--- src/rtl/s832_bist_pkg.sv ---
// Shared types and constants for the s832 response compactor.
// Output-bit indices follow the s832 primary-output bus, MSB first.
package s832_bist_pkg;

    localparam int S832_OUT_W = 19;

    localparam logic [S832_OUT_W-1:0] S832_POLY_DEF = 19'h00027;
    localparam logic [S832_OUT_W-1:0] S832_SEED_DEF = 19'h00000;

    typedef enum logic [2:0] {
        ST_IDLE,
        ST_SEED,
        ST_COMPACT,
        ST_COMPARE,
        ST_DONE
    } state_t;

    localparam int IDX_G327 = 18;
    localparam int IDX_G325 = 17;
    localparam int IDX_G300 = 16;
    localparam int IDX_G322 = 15;
    localparam int IDX_G45  = 14;
    localparam int IDX_G312 = 13;
    localparam int IDX_G53  = 12;
    localparam int IDX_G49  = 11;
    localparam int IDX_G47  = 10;
    localparam int IDX_G296 = 9;
    localparam int IDX_G290 = 8;
    localparam int IDX_G292 = 7;
    localparam int IDX_G298 = 6;
    localparam int IDX_G288 = 5;
    localparam int IDX_G315 = 4;
    localparam int IDX_G55  = 3;
    localparam int IDX_G43  = 2;
    localparam int IDX_G310 = 1;
    localparam int IDX_G302 = 0;

endpackage

--- src/rtl/misr_core.sv ---
// Galois-feedback multiple-input signature register, datapath only.
// Latency: one cycle per enabled update; load has priority over enable.
// Backpressure: none; the caller gates en.
module misr_core #(
    parameter int                 WIDTH = 19,
    parameter logic [WIDTH-1:0]   POLY  = 19'h00027,
    parameter logic [WIDTH-1:0]   SEED  = 19'h00000
) (
    input  logic             clk,
    input  logic             rst_n,
    input  logic             load,
    input  logic             en,
    input  logic [WIDTH-1:0] din,
    output logic [WIDTH-1:0] sig
);

    always_ff @(posedge clk or negedge rst_n) begin
        if (!rst_n) begin
            sig <= '0;
        end else if (load) begin
            sig <= SEED;
        end else if (en) begin
            sig <= {sig[WIDTH-2:0], 1'b0} ^ (sig[WIDTH-1] ? POLY : '0) ^ din;
        end
    end

endmodule

--- src/rtl/s832_resp_misr.sv ---
// s832 response compactor: MISR over pat_count responses, then golden compare.
// Latency: done/pass register on the edge after the COMPARE cycle.
// Backpressure: none; resp_valid gaps simply stall. Optional S832_MISR_XMASK_EN adds resp_mask.
module s832_resp_misr
    import s832_bist_pkg::*;
#(
    parameter int               WIDTH = S832_OUT_W,
    parameter logic [WIDTH-1:0] POLY  = S832_POLY_DEF,
    parameter logic [WIDTH-1:0] SEED  = S832_SEED_DEF,
    parameter int               CNT_W = 16
) (
    input  logic             CK,
    input  logic             RN,
    input  logic             start,
    input  logic [CNT_W-1:0] pat_count,
    input  logic [WIDTH-1:0] resp,
    input  logic             resp_valid,
`ifdef S832_MISR_XMASK_EN
    input  logic [WIDTH-1:0] resp_mask,
`endif
    input  logic [WIDTH-1:0] golden,
    output logic             busy,
    output logic             done,
    output logic             pass,
    output logic [WIDTH-1:0] signature
);

    state_t           state;
    logic [CNT_W-1:0] cnt;
    logic             load;
    logic             accept;
    logic [WIDTH-1:0] din;

    assign load   = start && (state == ST_IDLE || state == ST_DONE);
    assign accept = resp_valid && (state == ST_COMPACT);

`ifdef S832_MISR_XMASK_EN
    assign din = resp & ~resp_mask;
`else
    assign din = resp;
`endif

    misr_core #(
        .WIDTH (WIDTH),
        .POLY  (POLY),
        .SEED  (SEED)
    ) u_misr (
        .clk   (CK),
        .rst_n (RN),
        .load  (load),
        .en    (accept),
        .din   (din),
        .sig   (signature)
    );

    always_ff @(posedge CK or negedge RN) begin
        if (!RN) begin
            state <= ST_IDLE;
            cnt   <= '0;
            busy  <= 1'b0;
            done  <= 1'b0;
            pass  <= 1'b0;
        end else begin
            case (state)
                ST_IDLE, ST_DONE: begin
                    if (start) begin
                        state <= ST_SEED;
                        cnt   <= pat_count;
                        pass  <= 1'b0;
                        busy  <= 1'b1;
                        done  <= 1'b0;
                    end
                end
                ST_SEED: begin
                    state <= (cnt != '0) ? ST_COMPACT : ST_COMPARE;
                end
                ST_COMPACT: begin
                    if (resp_valid) begin
                        cnt <= cnt - CNT_W'(1);
                        if (cnt == CNT_W'(1)) begin
                            state <= ST_COMPARE;
                        end
                    end
                end
                ST_COMPARE: begin
                    pass  <= (signature == golden);
                    state <= ST_DONE;
                    busy  <= 1'b0;
                    done  <= 1'b1;
                end
                default: begin
                    state <= ST_IDLE;
                    busy  <= 1'b0;
                    done  <= 1'b0;
                end
            endcase
        end
    end

endmodule

--- config.mk ---
export PLATFORM = sky130hd
export DESIGN_NAME = s832_resp_misr
export DESIGN_NICKNAME = d
export VERILOG_FILES = /design/src/rtl/s832_bist_pkg.sv /design/src/rtl/misr_core.sv /design/src/rtl/s832_resp_misr.sv
export SDC_FILE = /design/constraint.sdc
export NUM_CORES = 1
export LEC_CHECK = 0
export ABC_AREA = 1
export BUFFER_PORTS_ARGS = -buffer_cell sky130_fd_sc_hd__buf_2
export CAP_MARGIN = 20
export CORE_UTILIZATION = 38
export CTS_CLUSTER_SIZE = 28
export DETAILED_ROUTE_END_ITERATION = 10
export GPL_ROUTABILITY_DRIVEN = 0
export HOLD_SLACK_MARGIN = 0.08
export PLACE_DENSITY = 0.6
export SLEW_MARGIN = 20
export SYNTH_ARGS = -nofsm -noshare
export SYNTH_HDL_FRONTEND = slang
export SYNTH_HIERARCHICAL = 1
export SYNTH_SLANG_ARGS = --single-unit
--- constraint.sdc ---
create_clock -name CK -period 2.6 [get_ports CK]
set_input_delay 0.65 -clock CK [delete_from_list [all_inputs] [get_ports CK]]
set_output_delay 0.65 -clock CK [all_outputs]
set_load 0.05 [all_outputs]
==> impl_metrics.json <==
{
  "design.die.area_um2": 7780,
  "endpoints_failing_hold": 0,
  "antenna_found_initial": 0,
  "critical_path.max_stage_delay_ns": 0.59,
  "grt_start_max_net_pins": 29,
  "diodes": 0,
  "critical_path.top_delay_family": "flip-flops",
  "placement.setup.worst_slack_ns": 0.809,
  "via_count": 2769,
  "fill_cells": 782,
  "period_share_pct": 72.1,
  "setup_total_negative_slack_ns": 0,
  "ctsHoldBuffers": 0,
  "timing_worst_setup_path_type": "flop to output pin",
  "fp.dieW_um": 88.2,
  "final_net_count": 564,
  "synth_fp_nets": 483,
  "port_buffers": 79,
  "syn_area_um2": 2820,
  "setup.reg_to_reg.worst_slack_ns": 0.80,
  "grt_overflow": 0,
  "crit_path_start_kind": "flop",
  "post_drt_wl_per_cell_um": 11.4,
  "slowest_stage": "dfrtp_1",
  "power_per_cell_area_nw_per_um2": 1160,
  "detailedRoute.firstPassIterationCount": 4,
  "vdd_ir_drop_max_mv": 0.568,
  "floorplan.die.height_um": 88.2,
  "min_path_type": "primary input to asynchronous set/reset pin",
  "synth_sequential_area_ratio_pct": 36.3,
  "crit_path_max_fanout": 11,
  "drive_gt1_share_pct": 22.2,
  "cts_root_buffer": "clkbuf_8",
  "cts_buffers": 5,
  "first_global_vias": 2593,
  "core_area_um2": 7210,
  "drcViolationCount": 0,
  "ys_top_cells_by_area": "dfrtp_1 (36%), nand2_1 (20%), inv_1 (7.2%), nor2_1 (6.9%), xnor2_1 (6.2%)",
  "outcome": "finished, final reports clean",
  "detailed_place.area_um2": 3290,
  "design_area_um2": 3400,
  "worst_setup_hold_path_clk_slew_ns": 0.09,
  "endpoint_kind": "output pin",
  "clk-insertion-delay-late_ns": 0.30,
  "postCtsResizedCells": 0,
  "final_critical_path_setup_slack_ns": 0.726,
  "max_freq_mhz": 534,
  "track_usage_pct": 18.9,
  "cts.path.max_buffers": 2,
  "routed_via_density": 4.58,
  "postSynthRegisterBits": 41,
  "tritoncts_num_sinks": 41,
  "post_synth.cell_area_avg_um2": 6.67,
  "period_needed_ns": 1.87,
  "grt_setup_unrepaired": "false",
  "synthDistinctLibCells": 27,
  "max-slew-margin-rel_pct": 68.3,
  "p_leak_nw": 1.85,
  "slew_viol_final": 0,
  "ctsHtreeMaxLevel": 2,
  "floorplan.initialDensity_pct": 39.1,
  "initialDrtViolationCount": 136,
  "postCtsSetupBuffers": 0,
  "path_cells": "buf_2",
  "crit_buf_inv": 1,
  "synthesis.yosys.warnings": 6,
  "clock_tree_from_tritoncts": "built",
  "timing.hold.ws_ns": 0.265,
  "row_count": 31,
  "post-synth-top-area-cell": "dfrtp_1",
  "antenna_violating_nets_post_route": 0,
  "area_growth_syn_to_layout_pct": 20.5,
  "yosysTopAreaCellShare_pct": 36.3,
  "finalWirelength_um": 6890,
  "worstPathRequired_ns": 1.95,
  "post-dp-hpwl_um": 5270,
  "worst_ep_arrival_time_ns": 1.22,
  "worst_slew_pin_slew_ns": 0.474,
  "drv.max_cap_violation_count": 0,
  "synth_cells": 423,
  "finalSetupViolCount": 0,
  "floorplan.io_pins": 80,
  "first_pass_grt_wire_length_um": 11500,
  "timing.clock.skew_ns": 0.0125,
  "report.power.total_mw": 3.94
}
sequential cells by signal (all words and copies together) (netlist names):
| name | count |
|---|---|
| done | 1 |
| cnt | 16 |
| state | 3 |
| busy | 1 |
| pass | 1 |
| u_misr/sig | 19 |
path summary, 6_finish.rpt:
path | cells past startpoint | startpoint | endpoint
max in group asynchronous | 2 | RN | cnt[10]
min | 1 | RN | cnt[0]
max reg2reg | 8 | state[0] | cnt[10]
min in group CK | 2 | busy | busy
min reg2reg | 2 | busy | busy
max | 1 | u_misr/sig[18] | signature[18]
layout make-up:
| class | instances | area, µm² | share of cell area, % |
|---|---|---|---|
| flip-flops and latches | 41 | 1030 | 30.2 |
| well taps | 99 | 124 | 3.64 |
| clock inverters | 2 | 38.8 | 1.14 |
| multi-input cells | 314 | 1490 | 43.9 |
| inverters | 59 | 221 | 6.51 |
| repair buffers | 83 | 425 | 12.5 |
| clock buffers | 6 | 72.6 | 2.13 |
power breakdown:
| group | switching [mW] | internal (mW) | leakage, nW |
|---|---|---|---|
| clock network | 0.235 | 0.288 | 0.0554 |
| logic | 1.48 | 0.684 | 1.28 |
| registers | 0.343 | 0.907 | 0.522 |
| total | 2.06 | 1.88 | 1.85 |
layout by cell type, fill, tap and decap left out, drive strengths merged:
cell / count
nand2: 155
buf: 83
inv: 59
nor2: 56
dfrtp: 41
nand3: 31
o21ai: 31
xnor2: 20
clkbuf: 6
a21oi: 4
nand3b: 3
o22ai: 3
nand4: 2
xor2: 2
or2: 2
ha: 2
o211ai: 1
or4: 1
nor3: 1
bufinv: 1
clkinv: 1
per-stage QoR:
stage | utilization (%) | instances
6_report | 47.2 | 604
5_1_grt | 47.2 | 604
4_1_cts | 47.2 | 604
3_5_place_dp | 45.6 | 596
3_3_place_gp | 45.6 | 596
2_1_floorplan | - | 423
synthesized netlist by cell type (all sizes together):
library cell,n
nand4,2
nor3,1
nor2,56
nand2,155
xor2,2
o21ai,31
nand3,31
xnor2,20
a21oi,4
dfrtp,41
ha,2
nand3b,3
buf,9
or4,1
inv,59
or2,2
o22ai,3
o211ai,1
cells by family (layout without fill, tap and decap cells):
logic type      count (synthesis)  count (layout)  share of synthesized area (%)
simple gates                  251             251                           37.0
fa+ha+maj                       2               2                          0.886
buf+inv                        68             150                           10.7
flops                          41              41                           36.3
xor+xnor                       22              22                           6.83
compound gates                 39              39                           8.20
metal layers:
metal  track usage, %  share of wire [%]
met2             31.4                 46
met4             4.69                1.0
met5                0                  0
met1             24.9                 48
met3             4.43                5.2
Power figures use the tool's default switching activity.
